$ cat src/rtl/pong_game_ctrl.sv
// Pong game sequencer: owns the ball position, classifies wall/paddle/miss once per
// frame, drives the ball block's control inputs and runs scoring, serve and game-over flow.
module pong_game_ctrl #(
    parameter int X_W         = 10,
    parameter int Y_W         = 10,
    parameter int SCREEN_W    = 640,
    parameter int SCREEN_H    = 480,
    parameter int STEP        = 10,
    parameter int PADDLE_H    = 64,
    parameter int PADDLE_LX   = 20,
    parameter int PADDLE_RX   = 620,
    parameter int WIN_SCORE   = 7,
    parameter int SERVE_DELAY = 60
) (
    input  logic           clk,
    input  logic           reset,
    input  logic           frame_tick,
    input  logic           serve_btn,
    input  logic           pause,
    input  logic [Y_W-1:0] paddle_l_y,
    input  logic [Y_W-1:0] paddle_r_y,
    input  logic [X_W-1:0] ball_new_x,
    input  logic [Y_W-1:0] ball_new_y,
    output logic [X_W-1:0] ball_pos_x,
    output logic [Y_W-1:0] ball_pos_y,
    output logic           ball_rst,
    output logic           touching_paddle,
    output logic           touching_wall,
    output logic [3:0]     score_l,
    output logic [3:0]     score_r,
    output logic           game_over
);

    localparam logic [2:0] S_IDLE    = 3'd0;
    localparam logic [2:0] S_SERVE   = 3'd1;
    localparam logic [2:0] S_PLAY    = 3'd2;
    localparam logic [2:0] S_CHECK   = 3'd3;
    localparam logic [2:0] S_SETTLE  = 3'd4;
    localparam logic [2:0] S_CAPTURE = 3'd5;
    localparam logic [2:0] S_POINT   = 3'd6;
    localparam logic [2:0] S_OVER    = 3'd7;

    localparam int CNT_W = $clog2(SERVE_DELAY + 1);

    localparam logic [X_W-1:0]   CENTRE_X = X_W'(SCREEN_W / 2);
    localparam logic [Y_W-1:0]   CENTRE_Y = Y_W'(SCREEN_H / 2);
    localparam logic [X_W-1:0]   X_LIMIT  = X_W'(SCREEN_W);
    localparam logic [X_W-1:0]   LEFT_X   = X_W'(PADDLE_LX);
    localparam logic [X_W-1:0]   RIGHT_X  = X_W'(PADDLE_RX);
    localparam logic [Y_W-1:0]   WALL_LO  = Y_W'(STEP);
    localparam logic [Y_W-1:0]   WALL_HI  = Y_W'(SCREEN_H - 1 - STEP);
    localparam logic [Y_W:0]     PAD_SPAN = (Y_W + 1)'(PADDLE_H);
    localparam logic [CNT_W-1:0] CNT_END  = CNT_W'(SERVE_DELAY);
    localparam logic [3:0]       WIN      = 4'(WIN_SCORE);

    function automatic logic [3:0] sat_inc(input logic [3:0] s);
        return (s == 4'hF) ? s : s + 4'd1;
    endfunction

    logic [2:0]       state_q, state_d;
    logic [CNT_W-1:0] cnt_q, cnt_d;
    logic [X_W-1:0]   x_q, x_d;
    logic [Y_W-1:0]   y_q, y_d;
    logic [3:0]       sl_q, sl_d, sr_q, sr_d;
    logic             tp_q, tp_d, tw_q, tw_d;
    logic             brst_q, brst_d;
    logic             lmiss_q, lmiss_d;

    logic             left_edge, right_edge, wall, in_pad, hit, miss;
    logic [Y_W-1:0]   pad_y;
    logic [Y_W:0]     pad_end;
    logic [CNT_W-1:0] cnt_inc;
    logic [3:0]       score_new;

    // The x >= SCREEN_W test catches a leftward step that wrapped below zero.
    assign left_edge  = (x_q <= LEFT_X) || (x_q >= X_LIMIT);
    assign right_edge = (x_q >= RIGHT_X) && (x_q < X_LIMIT);
    assign wall       = (y_q < WALL_LO) || (y_q > WALL_HI);
    assign pad_y      = left_edge ? paddle_l_y : paddle_r_y;
    assign pad_end    = {1'b0, pad_y} + PAD_SPAN;
    assign in_pad     = ({1'b0, y_q} >= {1'b0, pad_y}) && ({1'b0, y_q} < pad_end);
    assign hit        = (left_edge || right_edge) && in_pad;
    assign miss       = (left_edge || right_edge) && !in_pad;
    assign cnt_inc    = cnt_q + CNT_W'(1);
    assign score_new  = sat_inc(lmiss_q ? sr_q : sl_q);

    always_comb begin
        state_d = state_q;
        cnt_d   = cnt_q;
        x_d     = x_q;
        y_d     = y_q;
        sl_d    = sl_q;
        sr_d    = sr_q;
        tp_d    = 1'b0;
        tw_d    = 1'b0;
        lmiss_d = lmiss_q;
        case (state_q)
            S_IDLE: begin
                if (serve_btn) begin
                    state_d = S_SERVE;
                    cnt_d   = '0;
                end
            end
            S_SERVE: begin
                if (frame_tick) begin
                    cnt_d = cnt_inc;
                    if (cnt_inc == CNT_END) state_d = S_PLAY;
                end
            end
            S_PLAY: begin
                if (frame_tick && !pause) state_d = S_CHECK;
            end
            S_CHECK: begin
                // A miss suppresses both pulses so the ball block is not disturbed.
                if (miss) begin
                    lmiss_d = left_edge;
                    state_d = S_POINT;
                end else begin
                    tp_d    = hit;
                    tw_d    = wall;
                    state_d = S_SETTLE;
                end
            end
            S_SETTLE: state_d = S_CAPTURE;
            S_CAPTURE: begin
                x_d     = ball_new_x;
                y_d     = ball_new_y;
                state_d = S_PLAY;
            end
            S_POINT: begin
                if (lmiss_q) sr_d = score_new;
                else         sl_d = score_new;
                if (score_new == WIN) begin
                    state_d = S_OVER;
                end else begin
                    x_d     = CENTRE_X;
                    y_d     = CENTRE_Y;
                    cnt_d   = '0;
                    state_d = S_SERVE;
                end
            end
            S_OVER: begin
                if (serve_btn) begin
                    sl_d    = 4'd0;
                    sr_d    = 4'd0;
                    x_d     = CENTRE_X;
                    y_d     = CENTRE_Y;
                    cnt_d   = '0;
                    state_d = S_SERVE;
                end
            end
            default: state_d = S_IDLE;
        endcase
    end

    // Ball block is held in reset outside the active rally states, one cycle behind state.
    assign brst_d = !((state_q == S_PLAY) || (state_q == S_CHECK) ||
                      (state_q == S_SETTLE) || (state_q == S_CAPTURE));

    always_ff @(posedge clk or negedge reset) begin
        if (!reset) begin
            state_q <= S_IDLE;
            cnt_q   <= '0;
            x_q     <= CENTRE_X;
            y_q     <= CENTRE_Y;
            sl_q    <= 4'd0;
            sr_q    <= 4'd0;
            tp_q    <= 1'b0;
            tw_q    <= 1'b0;
            brst_q  <= 1'b1;
            lmiss_q <= 1'b0;
        end else begin
            state_q <= state_d;
            cnt_q   <= cnt_d;
            x_q     <= x_d;
            y_q     <= y_d;
            sl_q    <= sl_d;
            sr_q    <= sr_d;
            tp_q    <= tp_d;
            tw_q    <= tw_d;
            brst_q  <= brst_d;
            lmiss_q <= lmiss_d;
        end
    end

    assign ball_pos_x      = x_q;
    assign ball_pos_y      = y_q;
    assign ball_rst        = brst_q;
    assign touching_paddle = tp_q;
    assign touching_wall   = tw_q;
    assign score_l         = sl_q;
    assign score_r         = sr_q;
    assign game_over       = (state_q == S_OVER);

endmodule
$ cat config.mk
export PLATFORM = sky130hd
export DESIGN_NAME = pong_game_ctrl
export DESIGN_NICKNAME = d
export VERILOG_FILES = /design/src/rtl/pong_game_ctrl.sv
export SDC_FILE = /design/constraint.sdc
export NUM_CORES = 1
export LEC_CHECK = 0
export ABC_CLOCK_PERIOD_IN_PS = 3800
export BUFFER_PORTS_ARGS = -buffer_cell sky130_fd_sc_hd__clkbuf_2
export CAP_MARGIN = 20
export CORE_UTILIZATION = 46
export CTS_CLUSTER_SIZE = 8
export DETAILED_ROUTE_END_ITERATION = 7
export GPL_TIMING_DRIVEN = 0
export PLACE_DENSITY = 0.73
export SLEW_MARGIN = 30
export SYNTH_ARGS = -nofsm -noshare
export SYNTH_HDL_FRONTEND = slang
export SYNTH_SLANG_ARGS = --single-unit
export TNS_END_PERCENT = 20
$ cat constraint.sdc
create_clock -name clk -period 3.8 [get_ports clk]
set_input_delay 0.38 -clock clk [delete_from_list [all_inputs] [get_ports clk]]
set_output_delay 0.38 -clock clk [all_outputs]
set_load 0.005 [all_outputs]
==> impl_metrics.csv <==
group,metric,value,unit
sta,final_hold_viol_count,0,
clock_network,ctsRootBufferMaster,"clkbuf_8",
sta,rsz0062_at_grt,"false",
outcome,run_status,"finished clean",
synthesis,synth_cells,294,
global_route,antenna_found_initial,0,
setup_path,cp-end-kind,"flip-flop",
layout,final_util,0.593,
synthesis,ys_seq_area_frac,0.378,
drt,avgRoutedWirePerCell,14.0,microns
setup_path,critical_path_required,3950,ps
global_route,grt_pass1_vias,2278,
synthesis,synth_warnings,0,
global_route,grt_pass1_wl,10600,microns
place,io_buffers,76,
floorplan,die_h,79.2,microns
setup_path,crit_arrival,3580,ps
pwr,leakagePower,1.69,nW
setup_path,crit_path_max_fanout,10,
layout,area_growth,21.5,%
layout,nets,440,
synthesis,ys.flop_type,"dfrtp_1",
place,place_hpwl,4780,microns
drt,via_count,2517,
synthesis,async_reset_ff_frac,1.00,
global_route,use_met2,0.333,
layout,num_antenna_cells,0,
clock_network,h-tree-depth,2,
global_route,grt.overflow.total,0,
clock_network,holdBufCountCts,0,
sta,finalSetupTns,0,ps
drt,detail_route.wirelength,6320,microns
sta,tightestPinTransition,558,ps
hold_path,min_path_type,"in -> async",
layout,drive_above_1_share,0.286,
sta,finalMaxSlewViolations,0,
flow_run,maxCapViolations,0,
sta,finalCriticalPeriod,3440,ps
setup_path,crit_path_max_incr_delay,410,ps
sta,setup_violations,0,
setup_path,crit_path_top_delay_cell,"a31oi_2",
clock_network,postCtsSetupBuffers,0,
floorplan,die_w,79.2,microns
floorplan,io_pins,77,
synthesis,synth_cell_type_count,51,
layout,final_cell_area,3330,sq um
place,gp_congestion,0.811,
setup_path,crit_path_cell_trace,"o21a_1, o21ai_0, a31oi_2, buf_4, mux2i_1, inv_1, ha_1, xor2_1, ha_1, a21o_1, a21oi_1, o21ai_0, a31oi_1, o22ai_1",
sta,fmax,291,MHz
clock_network,clock_latency,290,ps
pwr,power,2.75,mW
global_route,grt_max_degree,42,
floorplan,start_util,0.488,
pwr,vdd_drop_max,437,uV
drt,drtIter0Drc,137,
setup_path,critPathTopFamily,"compound AO/OA/AOI/OAI gates",
sta,maxSlewHeadroom,0.628,
sta,period_share,0.905,
clock_network,cts_tree,"yes",
global_route,use_met3,0.0368,
place,placed_area,3210,sq um
drt,drt_pass1_iterations,4,
sta,clock_skew,5.13,ps
floorplan,dieArea,6270,sq um
setup_path,start_kind,"flip-flop",
clock_network,numCtsBuffers,5,
drt,viasPerCell,5.59,
synthesis,synth_edf_count,0,
floorplan,placementRows,27,
drt,drc,0,
synthesis,synth_area,2740,sq um
synthesis,postSynthNetCount,357,
synthesis,synth_seq_cells,41,
global_route,grt_usage,0.213,
global_route,grt_busiest_layer,"met2",
sta,holdWs,89.5,ps
synthesis,syn_area_per_cell,9.32,sq um
clock_network,cts_sinks,41,
setup_path,worstSetupPathType,"reg -> reg",
floorplan,core-area,5610,sq um
global_route,met1_usage,0.308,
pwr,power_density,828,nW/um^2
drt,drtAntennaViolNets,0,
clock_network,clk_pin_slew,80,ps
clock_network,cts_resized,0,
setup_path,crit_buf_inv,2,
clock_network,cts_max_path_buffers,2,
-- layout make-up --
type,instances,area (sq um)
clock buffers,5,68.8
flip-flops and latches,41,1030
repair buffers,76,383
inverters,18,67.6
clock inverters,3,46.3
fillers,530,2280
multi-input cells,222,1570
plain buffers,13,71.3
well taps,72,90.1
-- stage by stage --
stage	setup slack [ps]	std cells
finish	362	450
global route	65.3	450
CTS	349	450
detailed placement	388	442
global placement	432	442
floorplan	822	294
-- synth_stat cells, types with 4 or more instances --
library cell | n | area [sq um]
a21o_1 | 5 | 37.5
a21oi_1 | 21 | 105
a22o_1 | 15 | 131
a31oi_1 | 4 | 25.0
and3_1 | 4 | 25.0
clkbuf_1 | 6 | 22.5
dfrtp_1 | 34 | 851
dfstp_2 | 7 | 184
ha_1 | 18 | 225
inv_1 | 16 | 60.1
mux2_2 | 5 | 56.3
mux2i_1 | 13 | 130
nand2_1 | 19 | 71.3
nand2b_1 | 4 | 25.0
nand3_1 | 9 | 45.0
nor2_1 | 25 | 93.8
nor3_1 | 8 | 40.0
o21ai_0 | 25 | 125
-- report_power, final --
group | internal, mW | leakage, nW | total [mW] | switching, mW
registers | 0.642 | 0.497 | 0.877 | 0.235
clock network | 0.197 | 0.0543 | 0.353 | 0.156
logic | 0.720 | 1.14 | 1.52 | 0.805
-- state kept, by name, indices dropped and copies added (netlist names) --
register         count
cnt_q                6
touching_paddle      1
state_q              3
ball_rst             1
ball_pos_y          10
touching_wall        1
ball_pos_x          10
lmiss_q              1
score_l              4
score_r              4
-- worst paths after layout --
kind	start	to	slack, ps	cells after the start
max	ball_pos_x[2]	state_q[1]	360	14
min	reset	score_l[2]	90	1
max reg2reg	ball_pos_x[2]	state_q[1]	360	14
min reg2reg	ball_pos_x[8]	ball_pos_x[8]	490	2
max in group asynchronous	reset	ball_pos_y[6]	3320	1
min in group clk	ball_new_x[9]	ball_pos_x[9]	300	2
-- kinds of logic (layout without fill, tap and decap cells) --
logic type                 count (synthesis)  after routing  share of synthesized area
xor gates and xnor gates                   4              4                     0.0128
DFF                                       41             41                      0.378
muxes                                     20             20                     0.0813
buffers and inverters                     31            115                     0.0507
AOI/OAI and AO/OA                         94             94                      0.238
adders and majority gates                 18             18                     0.0822
and+or+nand+nor                           86             86                      0.157
-- per-layer routing --
metal,vias up,part of all wire
met1,1190,0.48
met5,-,0
met4,0,0.0076
li1,1253,-
met3,6,0.048
met2,68,0.47
-- layout by cell type, fill, tap and decap left out, types with 4 or more instances in the layout --
cell      instances
clkbuf_2         75
dfrtp_1          34
o21ai_0          25
nor2_1           25
a21oi_1          21
nand2_1          19
ha_1             18
inv_1            16
a22o_1           15
mux2i_1          13
nand3_1           9
nor3_1            8
dfstp_2           7
clkbuf_1          6
mux2_2            5
a21o_1            5
clkbuf_8          5
and3_1            4
nand2b_1          4
a31oi_1           4
(Power assumes the default switching activity.)
